--- src/rtl/conv_pool_sequencer_pkg.sv ---
// Shared types and helpers for the conv/pool sequencer: FSM states, quad
// offsets inside a 2x2 pool tile and the pooled-map address calculation.
package conv_pool_sequencer_pkg;

  typedef enum logic [1:0] {
    IDLE,
    RUN,
    DRAIN,
    DONE
  } state_e;

  // Bit q of each mask is the x/y offset of quad position q:
  // q0=(0,0), q1=(1,0), q2=(0,1), q3=(1,1).
  localparam logic [3:0] QUAD_DX = 4'b1010;
  localparam logic [3:0] QUAD_DY = 4'b1100;

  function automatic logic [31:0] pool_address(input logic [6:0] px,
                                               input logic [6:0] py,
                                               input int unsigned half_w);
    return 32'(py) * half_w + 32'(px);
  endfunction

endpackage

--- src/rtl/pool_quad_max.sv ---
// Response side of the sequencer: sums CHANNEL conv results per position,
// keeps the running max over the four positions of a tile and emits it registered.
module pool_quad_max
  import conv_pool_sequencer_pkg::*;
#(
  parameter int WIDTH   = 28,
  parameter int HEIGHT  = 28,
  parameter int CHANNEL = 1,
  parameter int ADDR_W  = 16
) (
  input  logic              clk,
  input  logic              rst,
  input  logic              clear_i,
  input  logic              resp_valid_i,
  input  logic [7:0]        resp_data_i,
  output logic              pool_valid_o,
  output logic [7:0]        pool_data_o,
  output logic [ADDR_W-1:0] pool_addr_o,
  output logic              pool_last_o
);

  localparam logic [6:0]  PX_LAST = 7'(WIDTH / 2 - 1);
  localparam logic [6:0]  PY_LAST = 7'(HEIGHT / 2 - 1);
  localparam logic [7:0]  CH_LAST = 8'(CHANNEL - 1);
  localparam int unsigned HALF_W  = WIDTH / 2;

  logic [7:0]        ch_q, ch_d;
  logic [1:0]        quad_q, quad_d;
  logic [6:0]        px_q, px_d, py_q, py_d;
  logic [7:0]        acc_q, acc_d, max_q, max_d;
  logic              pool_valid_q, pool_valid_d, pool_last_q, pool_last_d;
  logic [7:0]        pool_data_q, pool_data_d;
  logic [ADDR_W-1:0] pool_addr_q, pool_addr_d;
  logic [7:0]        pos_sum, tile_max;

  always_comb begin
    ch_d         = ch_q;
    quad_d       = quad_q;
    px_d         = px_q;
    py_d         = py_q;
    acc_d        = acc_q;
    max_d        = max_q;
    pool_valid_d = 1'b0;
    pool_data_d  = pool_data_q;
    pool_addr_d  = pool_addr_q;
    pool_last_d  = pool_last_q;
    pos_sum      = (ch_q == 8'd0) ? resp_data_i : acc_q + resp_data_i;
    tile_max     = (quad_q == 2'd0 || pos_sum > max_q) ? pos_sum : max_q;

    if (clear_i) begin
      ch_d   = '0;
      quad_d = '0;
      px_d   = '0;
      py_d   = '0;
      acc_d  = '0;
      max_d  = '0;
    end else if (resp_valid_i) begin
      acc_d = pos_sum;
      if (ch_q == CH_LAST) begin
        ch_d   = '0;
        quad_d = quad_q + 2'd1;
        max_d  = tile_max;
        // Fourth position closes the tile: publish max and advance the tile walk.
        if (quad_q == 2'd3) begin
          pool_valid_d = 1'b1;
          pool_data_d  = tile_max;
          pool_addr_d  = ADDR_W'(pool_address(px_q, py_q, HALF_W));
          pool_last_d  = (px_q == PX_LAST) && (py_q == PY_LAST);
          if (px_q == PX_LAST) begin
            px_d = '0;
            py_d = (py_q == PY_LAST) ? 7'd0 : py_q + 7'd1;
          end else begin
            px_d = px_q + 7'd1;
          end
        end
      end else begin
        ch_d = ch_q + 8'd1;
      end
    end
  end

  always_ff @(posedge clk or posedge rst) begin
    if (rst) begin
      ch_q         <= '0;
      quad_q       <= '0;
      px_q         <= '0;
      py_q         <= '0;
      acc_q        <= '0;
      max_q        <= '0;
      pool_valid_q <= 1'b0;
      pool_data_q  <= '0;
      pool_addr_q  <= '0;
      pool_last_q  <= 1'b0;
    end else begin
      ch_q         <= ch_d;
      quad_q       <= quad_d;
      px_q         <= px_d;
      py_q         <= py_d;
      acc_q        <= acc_d;
      max_q        <= max_d;
      pool_valid_q <= pool_valid_d;
      pool_data_q  <= pool_data_d;
      pool_addr_q  <= pool_addr_d;
      pool_last_q  <= pool_last_d;
    end
  end

  assign pool_valid_o = pool_valid_q;
  assign pool_data_o  = pool_data_q;
  assign pool_addr_o  = pool_addr_q;
  assign pool_last_o  = pool_last_q;

endmodule

--- src/rtl/conv_pool_sequencer.sv ---
// Layer controller: walks output positions in pool-tile order issuing per-channel
// window requests, tracks outstanding work and hands responses to pool_quad_max.
module conv_pool_sequencer
  import conv_pool_sequencer_pkg::*;
#(
  parameter int WIDTH   = 28,
  parameter int HEIGHT  = 28,
  parameter int CHANNEL = 1,
  parameter int MAX_OUT = 4,
  parameter int ADDR_W  = 16
) (
  input  logic              clk,
  input  logic              rst,
  input  logic              start,
  output logic              busy,
  output logic              done,
  output logic              err,
  output logic              win_valid,
  input  logic              win_ready,
  output logic [7:0]        win_x,
  output logic [7:0]        win_y,
  output logic [7:0]        win_c,
  input  logic              conv_valid,
  input  logic [7:0]        conv_data,
  output logic              pool_valid,
  output logic [7:0]        pool_data,
  output logic [ADDR_W-1:0] pool_addr
);

  localparam logic [6:0] PX_LAST   = 7'(WIDTH / 2 - 1);
  localparam logic [6:0] PY_LAST   = 7'(HEIGHT / 2 - 1);
  localparam logic [7:0] CH_LAST   = 8'(CHANNEL - 1);
  localparam logic [3:0] MAX_OUT_C = 4'(MAX_OUT);

  state_e     state_q, state_d;
  logic [7:0] ch_q, ch_d;
  logic [1:0] quad_q, quad_d;
  logic [6:0] px_q, px_d, py_q, py_d;
  logic [3:0] out_q, out_d;
  logic       err_q, err_d;
  logic       start_acc, handshake, resp_ok, last_req, pool_last;

  assign start_acc = (state_q == IDLE) && start;
  assign win_valid = (state_q == RUN) && (out_q < MAX_OUT_C);
  assign handshake = win_valid && win_ready;
  assign resp_ok   = conv_valid && (out_q != 4'd0);
  assign last_req  = (ch_q == CH_LAST) && (quad_q == 2'd3) &&
                     (px_q == PX_LAST) && (py_q == PY_LAST);

  always_comb begin
    state_d = state_q;
    case (state_q)
      IDLE:    if (start) state_d = RUN;
      RUN:     if (handshake && last_req) state_d = DRAIN;
      DRAIN:   if (pool_valid && pool_last) state_d = DONE;
      DONE:    state_d = IDLE;
      default: state_d = IDLE;
    endcase
  end

  // Issue walk: channel fastest, then quad position, then tile column, then row.
  always_comb begin
    ch_d   = ch_q;
    quad_d = quad_q;
    px_d   = px_q;
    py_d   = py_q;
    if (start_acc) begin
      ch_d   = '0;
      quad_d = '0;
      px_d   = '0;
      py_d   = '0;
    end else if (handshake) begin
      if (ch_q == CH_LAST) begin
        ch_d   = '0;
        quad_d = quad_q + 2'd1;
        if (quad_q == 2'd3) begin
          if (px_q == PX_LAST) begin
            px_d = '0;
            py_d = (py_q == PY_LAST) ? 7'd0 : py_q + 7'd1;
          end else begin
            px_d = px_q + 7'd1;
          end
        end
      end else begin
        ch_d = ch_q + 8'd1;
      end
    end
  end

  always_comb begin
    out_d = out_q;
    err_d = err_q;
    if (start_acc) begin
      out_d = '0;
      err_d = 1'b0;
    end else begin
      case ({handshake, resp_ok})
        2'b10:   out_d = out_q + 4'd1;
        2'b01:   out_d = out_q - 4'd1;
        default: out_d = out_q;
      endcase
      if (conv_valid && !resp_ok) err_d = 1'b1;
    end
  end

  always_ff @(posedge clk or posedge rst) begin
    if (rst) begin
      state_q <= IDLE;
      ch_q    <= '0;
      quad_q  <= '0;
      px_q    <= '0;
      py_q    <= '0;
      out_q   <= '0;
      err_q   <= 1'b0;
    end else begin
      state_q <= state_d;
      ch_q    <= ch_d;
      quad_q  <= quad_d;
      px_q    <= px_d;
      py_q    <= py_d;
      out_q   <= out_d;
      err_q   <= err_d;
    end
  end

  assign busy  = (state_q == RUN) || (state_q == DRAIN);
  assign done  = (state_q == DONE);
  assign err   = err_q;
  assign win_x = {px_q, QUAD_DX[quad_q]};
  assign win_y = {py_q, QUAD_DY[quad_q]};
  assign win_c = ch_q;

  pool_quad_max #(
    .WIDTH  (WIDTH),
    .HEIGHT (HEIGHT),
    .CHANNEL(CHANNEL),
    .ADDR_W (ADDR_W)
  ) u_pool (
    .clk         (clk),
    .rst         (rst),
    .clear_i     (start_acc),
    .resp_valid_i(resp_ok),
    .resp_data_i (conv_data),
    .pool_valid_o(pool_valid),
    .pool_data_o (pool_data),
    .pool_addr_o (pool_addr),
    .pool_last_o (pool_last)
  );

endmodule

--- config.mk ---
export PLATFORM = sky130hd
export DESIGN_NAME = conv_pool_sequencer
export DESIGN_NICKNAME = d
export VERILOG_FILES = /design/src/rtl/conv_pool_sequencer_pkg.sv /design/src/rtl/pool_quad_max.sv /design/src/rtl/conv_pool_sequencer.sv
export SDC_FILE = /design/constraint.sdc
export NUM_CORES = 1
export LEC_CHECK = 0
export CAP_MARGIN = 20
export CORE_MARGIN = 1
export CORE_UTILIZATION = 55
export CTS_CLUSTER_SIZE = 10
export DETAILED_ROUTE_END_ITERATION = 12
export MAX_ROUTING_LAYER = met4
export PLACE_DENSITY = 0.78
export SETUP_SLACK_MARGIN = 0.3
export SYNTH_ARGS = -nofsm -noshare
export SYNTH_HDL_FRONTEND = slang
export SYNTH_SLANG_ARGS = --single-unit
--- constraint.sdc ---
create_clock -name clk -period 4.2 [get_ports clk]
set_clock_uncertainty 0.1 [all_clocks]
set_input_delay 0.42 -clock clk [delete_from_list [all_inputs] [get_ports clk]]
set_output_delay 0.42 -clock clk [all_outputs]
set_load 0.1 [all_outputs]
==> results.yml <==
run_status:
  status: "finished, final reports clean"
grt:
  grt_overflow: 0
  antenna_found_initial: 0
  grt_max_degree: 59
  grt_pass1_vias: 5057
  grt_pass1_wl_mm: 23.4
  grt_use_total_pct: 26.1
logic_synthesis:
  ys_warn_count: 0
  async_flop_share_pct: 100
  synthFlopType: "dfrtp_1"
  synth-edff-count: 0
  yosysUniqueCellTypes: 66
  synth_cells: 671
  synth-seq-area-share_pct: 37.6
  syn_area_mm2: 0.00619
  syn_avg_cell_area_um2: 9.23
  synth_seq_cells: 93
final_layout:
  antenna_cells: 0
  design_area_mm2: 0.00725
  fin_util_pct: 66.6
  fin_cells: 890
  final_common_cell: "dfrtp_1"
  synthToLayoutAreaGrowth_pct: 17.1
  drive_gt1_share_pct: 8.13
  layout_common_cells: "dfrtp_1 (93), nand2_1 (62), nor2_1 (61), clkdlybuf4s50_1 (61)"
  nets: 824
pwr:
  cellPowerDensity_mw_per_mm2: 543
  netSwitchingFraction_pct: 46.6
  internal_power_uw: 2100
  pwr-share-clk_pct: 16.9
  comb_power_share_pct: 51.2
  peakVddDrop_mv: 0.497
  leakage_uw: 0.00335
  seq_power_share_pct: 31.9
  switchingPower_uw: 1840
place:
  dp_cells: 868
  portBuffers: 61
  place_area_mm2: 0.00698
  hpwl_mm: 9.96
  gp_congestion: 0.914
cts:
  clock-sinks: 93
  htreeDepth: 3
  root_buffer: "clkbuf_8"
  cts_buffers: 9
  clock_path_buffers: 2
  ctsHoldBuffers: 0
  cts_tree: "built"
  clkLatencyLatePin_ns: 0.38
  clk_pin_slew_ns: 0.09
die:
  core_area_mm2: 0.0109
  die_h_um: 108
  rows: 38
  ios: 66
  start_util_pct: 56.9
  die_w_um: 108
  dieArea_mm2: 0.0117
worst_setup_path:
  r2r_setup_slack_ns: 0.50
  cp_top_family: "compound AO/OA/AOI/OAI gates"
  crit_arrival_ns: 3.99
  worst_path_most_repeated_cell: "buf_4"
  start_kind: "input port"
  crit_buf_inv: 5
  worst_path_largest_cell_delay_ns: 0.43
  endpoint_kind: "flop"
  crit_fanout: 5
  crit_slowest_cell: "clkdlybuf4s50_1"
  crit_chain: "clkdlybuf4s50_1 > ha_1 > fa_1 > a211oi_1 > o21bai_1 > mux2i_1 > and2_1 > inv_1 > ha_1 > nand4_1 > o21ai_0 > buf_4 > a31oi_4 > buf_4 > buf_4 > a211oi_2"
  critPathKind: "input port to flop"
  cp_data_required_time_ns: 4.40
detailed_routing:
  vias: 5165
  drt_first_pass_iters: 5
  wl_mm: 13.8
  wl_per_cell_um: 15.5
  via_per_inst: 5.80
  ant_nets: 0
  drc: 0
  drt-initial-drc-count: 284
sta:
  finalSetupViolations: 0
  post-route-min-period_ns: 3.79
  whs_ns: 0.198
  fmax_ghz: 0.264
  worst_pin_slew_ns: 0.994
  rsz0062_at_grt: "false"
  fin_crit_sh_pct: 90.2
  max_slew_margin_pct: 33.5
  drv_slew: 0
  hold_viol_final: 0
hold_path:
  hold_path_class: "input port to asynchronous set/reset pin"
flow_run:
  maxCapViolCount: 0
==> cells by family (layout without fill, tap and decap cells) <==
family	Yosys count	count (layout)	synth area share [%]
flops	93	93	37.6
compound gates	165	165	16.5
mux	18	18	3.01
fa+ha+maj	66	66	14.5
buf+inv	67	143	4.75
other cells	1	4	0.0605
simple gates	231	231	19.3
xor+xnor	30	30	4.24
==> power by group through the flow <==
| stage | combinational (uW) | sequential [uW] | clock [uW] |
|---|---|---|---|
| after CTS | 1970 | 1250 | 668 |
| after global placement | 1900 | 1260 | 0 |
| final | 2020 | 1260 | 664 |
| after detailed placement | 1960 | 1270 | 0 |
| after floorplan | 1130 | 1680 | 0 |
| after global routing | 2180 | 1280 | 715 |
==> metrics by stage <==
| stage | setup TNS, ns | total power [uW] | setup slack (ns) |
|---|---|---|---|
| detailed placement | -0.360 | 3230 | -0.0713 |
| CTS | 0 | 3900 | 0.304 |
| global route | 0 | 4180 | 0.311 |
| global placement | 0 | 3160 | 0.116 |
| finish | 0 | 3940 | 0.413 |
| floorplan | 0 | 2810 | 0.571 |
==> Yosys cell counts, types with 4 or more instances <==
cell      count  share of area (%)
mux2_2        5               0.91
mux2i_1      13                2.1
nor2_1       61                3.7
and2_1        5               0.51
o31ai_1      12                1.5
o21ai_0      56                4.5
nor3_1       10               0.81
buf_2         4               0.32
a21o_1        6               0.73
xor2_1       13                1.8
ha_1         56                 11
nand4_1      12                1.2
nand2_1      62                3.8
a21oi_1      44                3.6
nand2b_1     16                1.6
o21ai_1       5               0.40
or3_1         7               0.71
and3_1       11                1.1
buf_4         4               0.48
xnor2_1      17                2.4
a211oi_1     12                1.5
nand3_1      17                1.4
fa_1         10                3.2
nor3b_1       5               0.61
inv_1        45                2.7
clkbuf_1      9               0.55
dfrtp_1      93                 38
==> path summary, 6_finish.rpt <==
kind                                   startpoint                      to  depth (start not counted)
setup / recovery                     conv_data[0]         u_pool.max_q[0]                         16
hold / removal                                rst          u_pool.py_q[0]                          2
setup reg to reg                  u_pool.acc_q[0]         u_pool.max_q[0]                         15
hold reg to reg            u_pool.pool_addr_o[11]  u_pool.pool_addr_o[11]                          2
max in group asynchronous                     rst               quad_q[0]                          4
min in group clk           u_pool.pool_addr_o[11]  u_pool.pool_addr_o[11]                          2
==> registers in the layout, summed over array words and instances, names as in the netlist, 2 cells and up <==
name,count
win_c,8
u_pool.pool_addr_o,12
u_pool.acc_q,8
out_q,4
u_pool.py_q,7
u_pool.max_q,8
quad_q,2
u_pool.pool_data_o,8
u_pool.ch_q,8
u_pool.px_q,7
py_q,7
state_q,2
u_pool.quad_q,2
px_q,7
==> cell type report <==
type	count	area, um^2
fill	874	3640
clock inverter	7	90.1
sequential	93	2330
multi-input combinational	514	3590
tap	140	175
timing repair buffer	81	773
inverter	46	174
clock buffer	9	124
==> timing repair <==
| action | CTS | global route |
|---|---|---|
| buffers inserted | 0 | 5 |
| resized for setup | 0 | 2 |
| endpoints found under the setup margin | 0 | 16 |
==> layer usage <==
layer  part of all wire, %  wire, um  track usage (%)
met3                   4.2       583             4.52
met2                    49      6790             41.7
met5                     0         0                -
met4                  0.78       108             7.63
met1                    46      6350             33.9
Power figures use the tool's default switching activity.
